--- config.mk ---
export PLATFORM = sky130hd
export DESIGN_NAME = uart_disp_buffer
export DESIGN_NICKNAME = d
export VERILOG_FILES = /design/src/rtl/uart_disp_buffer.sv
export SDC_FILE = /design/constraint.sdc
export NUM_CORES = 1
export LEC_CHECK = 0
export BUFFER_PORTS_ARGS = -buffer_cell sky130_fd_sc_hd__buf_2
export CAP_MARGIN = 20
export CORE_MARGIN = 2
export CORE_UTILIZATION = 56
export CTS_CLUSTER_DIAMETER = 60
export CTS_CLUSTER_SIZE = 8
export DETAILED_ROUTE_END_ITERATION = 10
export PLACE_DENSITY = 0.91
export SLEW_MARGIN = 20
export SYNTH_ARGS = -nofsm -noshare
export SYNTH_HDL_FRONTEND = slang
export SYNTH_SLANG_ARGS = --single-unit
--- constraint.sdc ---
create_clock -name clk -period 3.8 [get_ports clk]
set_clock_uncertainty 0.15 [all_clocks]
set_input_delay 0.38 -clock clk [delete_from_list [all_inputs] [get_ports clk]]
set_output_delay 0.38 -clock clk [all_outputs]
set_load 0.05 [all_outputs]
--- src/rtl/uart_disp_buffer.sv ---
//==============================================================================
// uart_disp_buffer: turns a UART byte stream into an 8-digit active-low
// seven-segment buffer with dot/backspace/clear editing and idle blanking.
// Revision: 1.0
//==============================================================================
`default_nettype none

module uart_disp_buffer #(
    parameter int unsigned IDLE_BLANK_CYCLES = 0
) (
    input  logic        clk,
    input  logic        rst,
    input  logic        rx_valid,
    input  logic [7:0]  rx_data,
    output logic [63:0] display,
    output logic        disp_en,
    output logic [3:0]  digit_cnt,
    output logic [7:0]  bad_cnt
);

    typedef enum logic [2:0] {
        CLS_GLYPH = 3'd0,
        CLS_DOT   = 3'd1,
        CLS_BKSP  = 3'd2,
        CLS_CLEAR = 3'd3,
        CLS_BAD   = 3'd4
    } cls_t;

    localparam logic [31:0] c_IDLE_LIMIT = 32'(IDLE_BLANK_CYCLES);
    localparam logic [63:0] c_BLANK      = 64'hFFFF_FFFF_FFFF_FFFF;

    logic        r_rx_valid;
    logic [7:0]  r_rx_data;
    logic        r_s1_valid;
    cls_t        r_s1_cls;
    logic [7:0]  r_s1_code;
    logic [63:0] r_display;
    logic [3:0]  r_cnt;
    logic [7:0]  r_bad;
    logic        r_en;
    logic [31:0] r_idle;

    cls_t        w_cls;
    logic [7:0]  w_code;
    logic [63:0] w_nxt_display;
    logic [3:0]  w_nxt_cnt;
    logic        w_idle_hit;

    // Byte decode from the captured input byte
    always_comb begin
        w_cls  = CLS_GLYPH;
        w_code = 8'hFF;
        case (r_rx_data)
            8'h30: w_code = 8'h03;
            8'h31: w_code = 8'h9F;
            8'h32: w_code = 8'h25;
            8'h33: w_code = 8'h0D;
            8'h34: w_code = 8'h99;
            8'h35: w_code = 8'h49;
            8'h36: w_code = 8'h41;
            8'h37: w_code = 8'h1F;
            8'h38: w_code = 8'h01;
            8'h39: w_code = 8'h09;
            8'h41, 8'h61: w_code = 8'h11;
            8'h42, 8'h62: w_code = 8'hC1;
            8'h43, 8'h63: w_code = 8'h63;
            8'h44, 8'h64: w_code = 8'h85;
            8'h45, 8'h65: w_code = 8'h61;
            8'h46, 8'h66: w_code = 8'h71;
            8'h2D: w_code = 8'hFD;
            8'h20: w_code = 8'hFF;
            8'h2E: w_cls  = CLS_DOT;
            8'h08: w_cls  = CLS_BKSP;
            8'h0D, 8'h0A: w_cls = CLS_CLEAR;
            default: w_cls = CLS_BAD;
        endcase
    end

    // Buffer update for the stage-2 byte
    always_comb begin
        w_nxt_display = r_display;
        w_nxt_cnt     = r_cnt;
        case (r_s1_cls)
            CLS_GLYPH: begin
                w_nxt_display = {r_display[55:0], r_s1_code};
                w_nxt_cnt     = (r_cnt == 4'd8) ? 4'd8 : r_cnt + 4'd1;
            end
            CLS_DOT: begin
                if (r_cnt != 4'd0) begin
                    w_nxt_display = {r_display[63:1], 1'b0};
                end else begin
                    w_nxt_display = {r_display[55:0], 8'hFE};
                    w_nxt_cnt     = 4'd1;
                end
            end
            CLS_BKSP: begin
                if (r_cnt != 4'd0) begin
                    w_nxt_display = {8'hFF, r_display[63:8]};
                    w_nxt_cnt     = r_cnt - 4'd1;
                end
            end
            CLS_CLEAR: begin
                w_nxt_display = c_BLANK;
                w_nxt_cnt     = 4'd0;
            end
            default: begin
                w_nxt_display = r_display;
                w_nxt_cnt     = r_cnt;
            end
        endcase
    end

    assign w_idle_hit = (c_IDLE_LIMIT != 32'd0) && (r_idle == c_IDLE_LIMIT);

    always_ff @(posedge clk or posedge rst) begin
        if (rst) begin
            r_rx_valid <= 1'b0;
            r_rx_data  <= 8'h00;
            r_s1_valid <= 1'b0;
            r_s1_cls   <= CLS_BAD;
            r_s1_code  <= 8'hFF;
            r_display  <= c_BLANK;
            r_cnt      <= 4'd0;
            r_bad      <= 8'd0;
            r_en       <= 1'b0;
            r_idle     <= 32'd0;
        end else begin
            r_rx_valid <= rx_valid;
            r_rx_data  <= rx_data;
            r_s1_valid <= r_rx_valid;
            r_s1_cls   <= w_cls;
            r_s1_code  <= w_code;

            if (rx_valid) begin
                r_idle <= 32'd0;
            end else if ((c_IDLE_LIMIT != 32'd0) && (r_idle != c_IDLE_LIMIT)) begin
                r_idle <= r_idle + 32'd1;
            end

            // A buffer update takes priority over idle blanking
            if (r_s1_valid) begin
                r_display <= w_nxt_display;
                r_cnt     <= w_nxt_cnt;
                r_en      <= (w_nxt_cnt != 4'd0);
                if ((r_s1_cls == CLS_BAD) && (r_bad != 8'hFF)) begin
                    r_bad <= r_bad + 8'd1;
                end
            end else if (w_idle_hit) begin
                r_en <= 1'b0;
            end
        end
    end

    assign display   = r_display;
    assign disp_en   = r_en;
    assign digit_cnt = r_cnt;
    assign bad_cnt   = r_bad;

endmodule

`default_nettype wire

==> impl_metrics.csv <==
group,metric,value,unit
outcome,status,"finished clean",
power_and_ir_drop,max-vdd-ir-drop,0.622,mV
synthesis,synth-edff-count,0,
setup_path,crit_fanout,41,
finish,multiInputGateArea,2060,sq um
detailed_routing,wire_per_inst,16.5,microns
sta,slew_viol_final,0,
finish,nNetsFinal,592,
power_and_ir_drop,total_power,4.06,mW
cts,clkSinkCount,97,
synthesis,synth_common_cells,"nand2_1 (82), dfstp_2 (72), o22ai_1 (51), o21ai_0 (42), o21ai_1 (32)",
sta,hold_viol_final,0,
die,fp-row-count,33,
power_and_ir_drop,swShare,0.466,
sta,fmax,0.355,GHz
synthesis,synthTopCellsByArea,"dfstp_2 (39%), dfrtp_1 (13%), o22ai_1 (6.6%), nand2_1 (6.4%), o21ai_0 (4.4%)",
finish,diodes,0,
sta,rsz0062_at_grt,"false",
die,start_util,0.582,
finish,fillers,643,
cts,cts_tree,"done",
detailed_routing,vias,4156,
power_and_ir_drop,powerDensity,730,nW/um^2
detailed_routing,vias_per_cell,6.05,
die,die-width,96.6,microns
detailed_routing,drt-total-wl,11.4,mm
detailed_routing,drt_iter0_drc,275,
placed_design,hpwl,7.60,mm
synthesis,synth_top_area_frac,0.394,
synthesis,yosysTopAreaCell,"dfstp_2",
synthesis,synth_ff_type,"dfstp_2",
synthesis,syn_inst,503,
finish,syn2layout_area_growth,15.6,%
synthesis,ys_seq_area_frac,0.524,
detailed_routing,first_pass_iters,5,
finish,seq_area,2520,sq um
power_and_ir_drop,internal-power,2.17,mW
sta,min_period,2820,ps
flow_run,max_cap_violations,0,
synthesis,yosysMostFrequentCell,"nand2_1",
setup_path,critPathLaunchType,"flip-flop",
power_and_ir_drop,power_frac_seq,0.424,
cts,postCtsSetupRepairBufs,0,
detailed_routing,drc,0,
cts,clk-insertion-delay-late,360,ps
global_route,grt_pass1_vias,3913,
cts,cts_buffer_depth,2,
synthesis,synth_seq_cells,97,
sta,fin_setup_tns,0,ps
synthesis,mappedNetlistArea,4800,sq um
power_and_ir_drop,p_leak,2.32,nW
detailed_routing,ant_nets,0,
synthesis,ys_types,59,
power_and_ir_drop,clkPwrFrac,0.178,
cts,cts_buffers,9,
synthesis,async_flop_share,1.00,
synthesis,syn_avg_cell_area,9.55,sq um
die,die_area,9340,sq um
setup_path,cp_data_required_time,3930,ps
sta,fin_crit_sh,0.742,
global_route,antenna_found_initial,0,
setup_path,critPathArrivalTime,2950,ps
hold_path,min_path_type,"reg2reg",
die,die_y,96.6,microns
sta,timing.slew.headroom,0.564,
placed_design,io_buffers,87,
setup_path,critPathKind,"reg2reg",
synthesis,synth_nets,518,
placed_design,dp.cells,661,
global_route,gr-total-overflow,0,
cts,clk_pin_slew,100,ps
sta,tightest_slew,654,ps
cts,htree_levels,3,
die,core,8260,sq um
global_route,grt_usage,0.241,
die,ios,88,
finish,fin_cells,687,
sta,hold_ws,206,ps
global_route,grt_max_degree,63,
sta,setup_viol,0,
power_and_ir_drop,p_sw,1.89,mW
setup_path,cp-end-kind,"flip-flop",
placed_design,gp_congestion,0.868,
global_route,grt_pass1_wl,19.0,mm
cts,cts-root-buf,"clkbuf_8",
finish,drive_gt1_frac,0.338,
power_and_ir_drop,p_comb_frac,0.398,
synthesis,yosysWarnings,0,
[final timing paths]
path	end	slack [ps]	cells past startpoint	start
worst min register to register	r_s1_valid	210	0	r_rx_valid
worst max-delay path	display[22]	980	7	digit_cnt[0]
worst min-delay path	r_s1_valid	210	0	r_rx_valid
min in group asynchronous	r_rx_data[7]	430	3	rst
max in group asynchronous	display[40]	2180	4	rst
worst max register to register	display[22]	980	7	digit_cnt[0]
[stage by stage]
| step | util | instance area [sq um] | setup WS [ps] |
|---|---|---|---|
| floorplan | - | 4800 | 855 |
| global route | 0.673 | 5550 | 735 |
| global placement | 0.634 | 5230 | 1160 |
| finish | 0.673 | 5550 | 981 |
| CTS | 0.673 | 5550 | 996 |
| detailed placement | 0.634 | 5230 | 1010 |
[sequential cells by signal (all words and copies together) (netlist names)]
register / flops
display: 64
digit_cnt: 4
r_s1_code: 7
r_s1_valid: 1
r_s1_cls: 3
r_rx_valid: 1
bad_cnt: 8
disp_en: 1
r_rx_data: 8
[cell usage in the layout, fill, tap and decap left out, types with 4 or more instances in the layout]
cell type	n
nor3b_1	6
nor3_1	6
nor2_1	21
nor2b_1	7
dlygate4sd3_1	10
buf_4	7
clkbuf_8	9
nand2_1	82
dfstp_2	72
mux2i_1	8
nand2b_1	5
o211ai_1	4
a31oi_1	8
inv_1	8
ha_1	4
o21ai_1	32
o21ai_0	42
buf_2	87
o22ai_1	51
dfrtp_1	25
nand3_1	7
a21oi_1	14
xor2_1	5
[repair_timing]
item / in CTS / in global routing
hold buffers: 10 / 0
resized for setup: 0 / 0
endpoints found under the setup margin: 0 / 0
endpoints found under the hold margin: 17 / 0
[power groups by stage]
stage / registers [mW] / logic, mW / clock network, mW
finish: 1.72 / 1.62 / 0.722
global route: 1.76 / 1.71 / 0.772
global placement: 1.71 / 1.57 / 0
detailed placement: 1.73 / 1.61 / 0
floorplan: 2.49 / 0.457 / 0
CTS: 1.71 / 1.62 / 0.734
[logic make-up (layout without fill, tap and decap cells)]
family / Yosys count / count (layout) / synth area share
compound gates: 174 / 174 / 0.216
simple gates: 161 / 161 / 0.165
flops: 97 / 97 / 0.524
buf+inv: 50 / 129 / 0.0505
mux: 9 / 9 / 0.0190
xor+xnor: 8 / 8 / 0.0146
fa+ha+maj: 4 / 4 / 0.0104
[metal layers]
| layer | GRT usage | up-vias | wire [microns] |
|---|---|---|---|
| met5 | 0 | - | 0 |
| met2 | 0.393 | 148 | 5620 |
| met4 | 0.0791 | 0 | 154 |
| met1 | 0.327 | 2013 | 4840 |
| met3 | 0.0455 | 16 | 743 |
| li1 | - | 1979 | - |
[final cells by class]
class	count	share of cell area
inverter	9	0.00631
sequential	97	0.453
multi-input combinational	356	0.371
clock inverter	7	0.0176
tap	105	0.0237
clock buffer	9	0.0223
timing repair buffer	104	0.106
[worst max-delay path: stages, from the launching register on]
cell	delay (ps)
dfrtp_1	470
inv_1	120
ha_1	200
nor3b_4	290
nor2_1	140
or3_2	780
buf_4	360
o21ai_0	220
Note: power is estimated with default switching activity, not from simulation.
